===== src/rtl/fetch_unit.sv =====
// Instruction-fetch stage: PC register, instruction-memory addressing and the IF/ID pipeline register.
// Optional performance counters are enabled by defining FETCH_PERF_CNT_EN.
module fetch_unit #(
  parameter int          ADDR_W   = 6,
  parameter logic [31:0] RESET_PC = 32'h0000_0000,
  parameter logic [31:0] NOP_INST = 32'h0000_0033
) (
  input  logic              clk,
  input  logic              rst_n,
  input  logic              stall,
  input  logic              branch_taken,
  input  logic [31:0]       branch_target,
  output logic [ADDR_W-1:0] imem_addr,
  input  logic [31:0]       imem_data,
  output logic [31:0]       if_pc,
  output logic [31:0]       if_pc_plus4,
  output logic [31:0]       if_inst,
  output logic              if_valid,
  output logic [31:0]       perf_fetch_cnt,
  output logic [31:0]       perf_flush_cnt
);

  logic [31:0] pc;

  // Word address; pc bits above ADDR_W+1 simply alias into the memory.
  assign imem_addr   = pc[ADDR_W+1:2];
  assign if_pc_plus4 = if_pc + 32'd4;

  // A redirect overrides a stall: the IF/ID slot is squashed either way.
  always_ff @(posedge clk) begin
    if (!rst_n) begin
      pc       <= RESET_PC;
      if_pc    <= 32'h0;
      if_inst  <= NOP_INST;
      if_valid <= 1'b0;
    end else if (branch_taken) begin
      pc       <= branch_target & ~32'h3;
      if_pc    <= 32'h0;
      if_inst  <= NOP_INST;
      if_valid <= 1'b0;
    end else if (!stall) begin
      pc       <= pc + 32'd4;
      if_pc    <= pc;
      if_inst  <= imem_data;
      if_valid <= 1'b1;
    end
  end

`ifdef FETCH_PERF_CNT_EN
  logic [31:0] fetch_cnt;
  logic [31:0] flush_cnt;

  always_ff @(posedge clk) begin
    if (!rst_n) begin
      fetch_cnt <= 32'h0;
      flush_cnt <= 32'h0;
    end else if (branch_taken) begin
      flush_cnt <= flush_cnt + 32'd1;
    end else if (!stall) begin
      fetch_cnt <= fetch_cnt + 32'd1;
    end
  end

  assign perf_fetch_cnt = fetch_cnt;
  assign perf_flush_cnt = flush_cnt;
`else
  assign perf_fetch_cnt = 32'h0;
  assign perf_flush_cnt = 32'h0;
`endif

endmodule


===== config.mk =====
export PLATFORM = sky130hd
export DESIGN_NAME = fetch_unit
export DESIGN_NICKNAME = d
export VERILOG_FILES = /design/src/rtl/fetch_unit.sv
export SDC_FILE = /design/constraint.sdc
export NUM_CORES = 1
export LEC_CHECK = 0
export BUFFER_PORTS_ARGS = -buffer_cell sky130_fd_sc_hd__buf_2
export CAP_MARGIN = 20
export CORE_MARGIN = 8
export CORE_UTILIZATION = 51
export CTS_CLUSTER_DIAMETER = 150
export DETAILED_ROUTE_END_ITERATION = 6
export PLACE_DENSITY = 0.92
export SLEW_MARGIN = 5
export SYNTH_ARGS = -nofsm -noshare
export SYNTH_HDL_FRONTEND = slang
export SYNTH_SLANG_ARGS = --single-unit

===== constraint.sdc =====
create_clock -name clk -period 4.3 [get_ports clk]
set_clock_uncertainty 0.1 [all_clocks]
set_input_delay 0.215 -clock clk [delete_from_list [all_inputs] [get_ports clk]]
set_output_delay 0.215 -clock clk [all_outputs]
set_load 0.05 [all_outputs]

==> out/metrics.cfg, run 1 <==
[timing]
post-route-min-period_ps = 2710
max_freq_mhz = 369
slew_headroom_pct = 26.0
hold_violations = 0
rsz0062_at_grt = no
setup_slack_ps = 1590
setup_violations = 0
period_share_pct = 63.1
worst_pin_slew_ps = 1110
tns_ps = 0
drv_slew = 0

[layout]
final_util_pct = 62.3
nets = 828
nFillCells = 841
area_delta_synth_final_pct = 21.0
layout.cells.non_filler = 901
drive_above_1_share_pct = 25.7
final-seq-area_um2 = 1860
multi_input_area_um2 = 2910

[synthesis]
synthMuxAreaShare_pct = 11.7
synth_warnings = 0
synthCells = 587
synth-async-reset-ratio_pct = 0
synth_edf_count = 0
synth.avg_cell_area_um2 = 8.90
netlist_area_um2 = 5220
ys_seq_area_share_pct = 35.6
synth_top_family_by_area = simple AND/OR/NAND/NOR gates
synth-seq-cells = 93
synth_xor_xnor_area_share_pct = 6.54
synth_flop_cell = dfxtp_1
synth.distinct_cells = 55
synthSimpleGateAreaFrac_pct = 23.8
synth_compound_area_share_pct = 8.31
synthAdderAreaFrac_pct = 0.479

[detailed_routing]
ant_nets = 0
wl_per_cell_um = 16.8
num_vias = 4678
totalWireLength_um = 15200
dr.pass1.iters = 5
vias_per_cell = 5.19
drc = 0
first_iter_violations = 434

[power]
ir_worst_vdd_uv = 187
leakagePower_nw = 3.05
power_density_nw_per_um2 = 320

[run]
cap_violations = 0

[cts]
clkTransAtPathRegs_ps = 100
clock_path_buffers = 2
cts_buffers = 9
cts-resized-gates = 0
h-tree-depth = 3
ctsRootBufferMaster = clkbuf_8
clock_latency_ps = 360
cts_setup_buffers = 0
clkSinkCount = 93
ctsHoldBuffers = 28
cts_tree = built

[floorplanning]
start_util_pct = 51.5
io_pins = 235
dieHeight_um = 117
die-area_um2 = 13700
core_area_um2 = 10100
die_w_um = 117
core.rowCount = 37

[status]
status = complete, no violations

[place]
place_inst = 854
detailed_place_hpwl_um = 11000
gp_congestion = 0.822
dp_worst_setup_slack_ps = 1860
numPortBuffers = 164

[grt]
grt_max_degree = 75
grt_usage_pct = 20.5
grt_pass1_vias = 4292
grt_overflow = 0
grt_pass1_wl_um = 22200
antenna_found_initial = 1

[setup_path]
end_kind = primary output
worstPathArrival_ps = 2400
cp.required_ps = 3980
cp_max_fo = 8
startpoint_type = flip-flop
crit_type = reg2out

[worst_hold_path]
hold_class = in2reg

[worst max-delay path: stages, from the launching register on]
cell and delay, ps:
dfxtp_1 470, nand4_1 280, nor4_2 650, nand3_1 170, xnor2_1 170, buf_2 300
[Yosys cell counts, types with 7 or more instances]
| cell type | n | share of area, % |
|---|---|---|
| a21oi_1 | 10 | 0.96 |
| and4_1 | 14 | 2.3 |
| buf_2 | 8 | 0.77 |
| buf_4 | 75 | 11 |
| clkbuf_1 | 16 | 1.2 |
| dfxtp_1 | 93 | 36 |
| inv_1 | 7 | 0.50 |
| mux2i_1 | 61 | 12 |
| nand2_1 | 37 | 2.7 |
| nand3_1 | 14 | 1.3 |
| nand4_1 | 20 | 2.4 |
| nor2_1 | 66 | 4.7 |
| nor3_1 | 12 | 1.2 |
| nor4_1 | 13 | 1.6 |
| o21ai_0 | 18 | 1.7 |
| xnor2_1 | 23 | 3.9 |
| xor2_1 | 16 | 2.7 |
[state kept, by name, indices dropped and copies added, names as in the netlist]
name and cells:
pc 30, if_inst 32, if_valid 1, if_pc 30
[through the flow]
stage / total power, W / hold WS, ps / cell area, um2
global route: 0.00210 / 1.65 / 6310
floorplan: 0.00135 / 239 / 5470
global placement: 0.00138 / 331 / 5810
detailed placement: 0.00139 / 333 / 5810
finish: 0.00202 / 7.34 / 6320
CTS: 0.00202 / 0.897 / 6300
[worst paths after layout]
check / slack (ps) / endpoint / from / cells after the start
max: 1590 / if_pc_plus4[24] / if_pc[4] / 5
min: 7 / if_inst[8] / imem_data[8] / 3
max reg2reg: 2090 / pc[24] / pc[2] / 5
min reg2reg: 360 / if_valid / if_valid / 2
[power breakdown]
group | total (W) | internal (W) | switching [W]
registers | 0.000951 | 0.000897 | 0.0000532
logic | 0.000447 | 0.000117 | 0.000329
clock network | 0.000624 | 0.000294 | 0.000329
total | 0.00202 | 0.00131 | 0.000712
[layout by cell type, fill, tap and decap left out, drive strengths merged, types with 10 or more instances in the layout]
cell type and n:
o21ai 19, nor2 66, xor2 16, dlygate4sd3 29, dfxtp 93, and4 14
xnor2 23, inv 10, nor4 18, a21oi 10, nand2 37, nand4 22
buf 166, mux2i 61, clkbuf 10, nand3 15, nor3 13, conb 68
[final cells by class]
type / instances / area share (%)
Multi-Input combinational cell: 452 / 46.1
Sequential cell: 93 / 29.5
Clock buffer: 10 / 2.18
Antenna cell: 2 / 0.0792
Tap cell: 136 / 2.69
Inverter: 7 / 0.416
Timing Repair Buffer: 195 / 17.9
Clock inverter: 6 / 1.19
[metal layers]
| metal | global-route usage, % | vias up | part of all wire (%) |
|---|---|---|---|
| met5 | 0 | - | 0.053 |
| met4 | 7.08 | 2 | 1.6 |
| met3 | 4.67 | 23 | 8.2 |
| met2 | 36.1 | 183 | 51 |
| met1 | 23.9 | 2187 | 40 |
| li1 | - | 2283 | - |
[cells by family after synthesis]
group                    Yosys count
XOR/XNOR                          39
adder cells (fa/ha/maj)            2
other                              1
flip-flops                        93
AND/OR/NAND/NOR                  221
AO/OA/AOI/OAI                     61
multiplexers                      61
buffers and inverters            109
Power figures use the tool's default switching activity.
==> run 2, diff against run 1 <==
CORE_UTILIZATION = 43   (was 51)
PLACE_DENSITY = 0.83   (was 0.92)
clock period = 2.4 ns   (was 4.3 ns; I/O delays follow)
==> out/metrics.cfg, run 2 (synthesized netlist as in run 1, its figures left out) <==
[setup_path]
cp.required_ps = 2180
worstPathArrival_ps = 2100
end_kind = primary output
cp_max_fo = 8
crit_type = reg2out
startpoint_type = flip-flop

[run]
cap_violations = 0

[floorplanning]
die-area_um2 = 15900
core.rowCount = 40
io_pins = 235
start_util_pct = 43.8
dieHeight_um = 126
core_area_um2 = 11900
die_w_um = 126

[place]
numPortBuffers = 164
dp_worst_setup_slack_ps = 287
gp_congestion = 0.902
place_inst = 890
postPlaceCellArea_um2 = 6150
detailed_place_hpwl_um = 11600

[timing]
max_freq_mhz = 431
worst_hold_slack_ps = 6.74
post-route-min-period_ps = 2320
hold_violations = 0
setup_violations = 0
setup_slack_ps = 79.3
slew_headroom_pct = 53.3
period_share_pct = 96.7
drv_slew = 0
worst_pin_slew_ps = 700

[power]
leakagePower_nw = 3.50
power_frac_clock_pct = 34.0
power_density_nw_per_um2 = 549
intPower_w = 0.00257
swShare_pct = 33.7
comb_power_share_pct = 22.4
p_sw_w = 0.00130
seqPwrFrac_pct = 43.6
ir_worst_vdd_uv = 313

[grt]
grt_max_degree = 60
grt_pass1_wl_um = 25100
grt_usage_pct = 19.1
antenna_found_initial = 0
grt_overflow = 0
grt_pass1_vias = 4922

[detailed_routing]
wl_per_cell_um = 16.7
first_iter_violations = 297
vias_per_cell = 5.12
ant_nets = 0
num_vias = 4914
drc = 0
totalWireLength_um = 16000
dr.pass1.iters = 4

[cts]
cts_tree = built
clkSinkCount = 93
ctsRootBufferMaster = clkbuf_16
cts_buffers = 9
h-tree-depth = 3
clock_path_buffers = 2
clkTransAtPathRegs_ps = 70
clock_latency_ps = 330

[layout]
largest_register_ff_count = 32
nets = 877
nFillCells = 1018
largest_register = if_inst
layout.cells.non_filler = 959
mostFrequentLayoutCells = buf_2, dfxtp_1, conb_1
drive_above_1_share_pct = 31.8
reg_top3 = if_inst: 32 flops, if_pc: 30 flops, pc: 30 flops
final_common_cell = buf_2
final_area_um2 = 7060
diodes = 0
area_delta_synth_final_pct = 35.3

[worst_hold_path]
hold_class = in2reg

[status]
status = complete, no violations

## run 2: final cells by class
type	count	area [um2]	share of cell area, %
tap	147	184	2.60
clock buffer	10	229	3.24
clock inverter	6	43.8	0.620
inverter	7	26.3	0.372
timing repair buffer	244	1560	22.1
multi-input combinational	452	3150	44.5
sequential	93	1870	26.5
## run 2: per-stage QoR
stage                     utilization, %  TNS [ps]  power [W]
final                               59.3         0    0.00388
after global routing                59.3     -13.0    0.00402
after CTS                           58.2      -428    0.00389
after detailed placement            51.6         0    0.00252
after global placement              51.6         0    0.00250
after floorplan                        -     -23.2    0.00243
## run 2: worst max-delay path: stages, from the launching register on
cell and delay [ps]:
dfxtp_2 410, nand4_1 220, buf_4 210, nor4_2 250, buf_4 180, nand4_1 140
xnor2_2 150, buf_4 210
## run 2: final timing paths
check / startpoint / to / slack [ps] / depth (start not counted)
setup / recovery: if_pc[10] / if_pc_plus4[19] / 80 / 7
hold / removal: branch_target[7] / pc[7] / 7 / 3
setup reg to reg: pc[7] / pc[17] / 390 / 4
hold reg to reg: if_valid / if_valid / 370 / 2
## run 2: power groups by stage
| stage | logic [W] | registers [W] | clock network [W] |
|---|---|---|---|
| finish | 0.000868 | 0.00169 | 0.00132 |
| floorplan | 0.000618 | 0.00181 | 0 |
| global route | 0.000917 | 0.00170 | 0.00141 |
| CTS | 0.000858 | 0.00169 | 0.00134 |
| global placement | 0.000784 | 0.00172 | 0 |
| detailed placement | 0.000793 | 0.00172 | 0 |
## run 2: timing repair
action,4_1_cts,5_1_grt
buffers inserted,1,3
setup endpoints to repair,8,15
hold buffers,49,0
resized for setup,3,22
pin swaps,1,2
endpoints found under the hold margin,49,0
## run 2: routing by layer
metal  GRT usage [%]  vias up  share of wire [%]
met3            3.84       34                6.2
met4            7.57        0                2.6
met5               0        -                  0
met2            32.9      192                 51
li1                -     2367                  -
met1            22.9     2321                 41
==> run 3, diff against run 2 <==
CTS_BUF_LIST = sky130_fd_sc_hd__clkbuf_16   (was not set)
==> out/metrics.cfg, run 3 (synthesized netlist as in run 1, its figures left out) <==
[timing]
hold_violations = 0
worst_pin_slew_ps = 699
post-route-min-period_ps = 2320
setup_slack_ps = 79.0
slew_headroom_pct = 53.4
max_freq_mhz = 431
tns_ps = 0
drv_slew = 0
setup_violations = 0
period_share_pct = 96.7

[layout]
mostFrequentLayoutCells = buf_2, dfxtp_1, conb_1
largest_register = if_inst
multi_input_area_um2 = 3150
area_delta_synth_final_pct = 35.3
final-seq-area_um2 = 1870
largest_register_ff_count = 32
nets = 877
nFillCells = 1018
final_util_pct = 59.3
reg_top3 = if_inst: 32 flops, if_pc: 30 flops, pc: 30 flops
diodes = 0
final_common_cell = buf_2
drive_above_1_share_pct = 31.8

[cts]
clock_path_buffers = 2
h-tree-depth = 3
clkSinkCount = 93
clock_latency_ps = 330
cts_tree = built
clkTransAtPathRegs_ps = 70
ctsRootBufferMaster = clkbuf_16
cts_buffers = 9

[detailed_routing]
first_iter_violations = 323
wl_per_cell_um = 16.7
totalWireLength_um = 16000
vias_per_cell = 5.12
dr.pass1.iters = 4
ant_nets = 0
num_vias = 4913
drc = 0

[grt]
grt_usage_pct = 19.1
grt_pass1_vias = 4922
grt_overflow = 0
grt_max_degree = 60
grt_pass1_wl_um = 25100
antenna_found_initial = 0

[place]
gp_congestion = 0.902
dp_worst_setup_slack_ps = 287
detailed_place_hpwl_um = 11600
numPortBuffers = 164

[floorplanning]
die-area_um2 = 15900
io_pins = 235
dieHeight_um = 126
start_util_pct = 43.8
die_w_um = 126
core_area_um2 = 11900
core.rowCount = 40

[worst_hold_path]
hold_class = in2reg
min_delay_path_depth = 3

[run]
cap_violations = 0

[status]
status = complete, no violations

[power]
leakagePower_nw = 3.50
power_density_nw_per_um2 = 548
ir_worst_vdd_uv = 313

[setup_path]
startpoint_type = flip-flop
cp.required_ps = 2180
rr_worst_depth = 4
crit_type = reg2out
worstPathArrival_ps = 2100
end_kind = primary output
cp_max_fo = 8

run 3: cell count changes in the layout (fill, tap and decap cells not counted):
cell and delta:
inv_1 +1, clkbuf_1 -1
run 3: worst paths after layout:
path | from | end | slack [ps]
min reg2reg | if_valid | if_valid | 370
max reg2reg | pc[7] | pc[17] | 390
max | if_pc[10] | if_pc_plus4[19] | 80
min | branch_target[7] | pc[7] | 7
run 3: worst max-delay path, stage by stage (launching register included):
cell and delay [ps]:
dfxtp_2 410, nand4_1 220, buf_4 210, nor4_2 250
buf_4 180, nand4_1 140, xnor2_2 150, buf_4 210
run 3: routing by layer:
metal	vias to the layer above	track usage [%]	part of all wire, %
li1	2368	-	-
met1	2319	22.9	41
met2	192	32.9	51
met3	34	3.84	6.2
met4	0	7.57	2.6
met5	-	0	0
run 3: timing repair:
item | CTS | global route
buffers inserted | 1 | 3
pin swaps | 1 | 2
gates cloned | 0 | 0
setup endpoints to repair | 8 | 15
resized for setup | 3 | 22
hold buffers | 49 | 0
endpoints found under the hold margin | 49 | 0
run 3: power breakdown:
part | internal, W | switching (W)
Combinational | 0.000251 | 0.000617
Clock | 0.000706 | 0.000606
Sequential | 0.00161 | 0.0000816
Total | 0.00257 | 0.00130
run 3: stage by stage:
stage               cells  area, um2  hold WS (ps)  total power, W
floorplan             654       5610           144         0.00243
global placement      890       6150           237         0.00250
detailed placement    890       6150           242         0.00252
CTS                   956       6930          4.18         0.00388
global route          959       7060          31.1         0.00402
finish                959       7060          6.82         0.00387
run 3: final cells by class:
class / instances / share of cell area (%)
clock inverters: 7 / 0.673
clock buffers: 9 / 3.19
inverters: 7 / 0.372
flip-flops and latches: 93 / 26.5
well taps: 147 / 2.60
repair buffers: 244 / 22.1
multi-input cells: 452 / 44.5
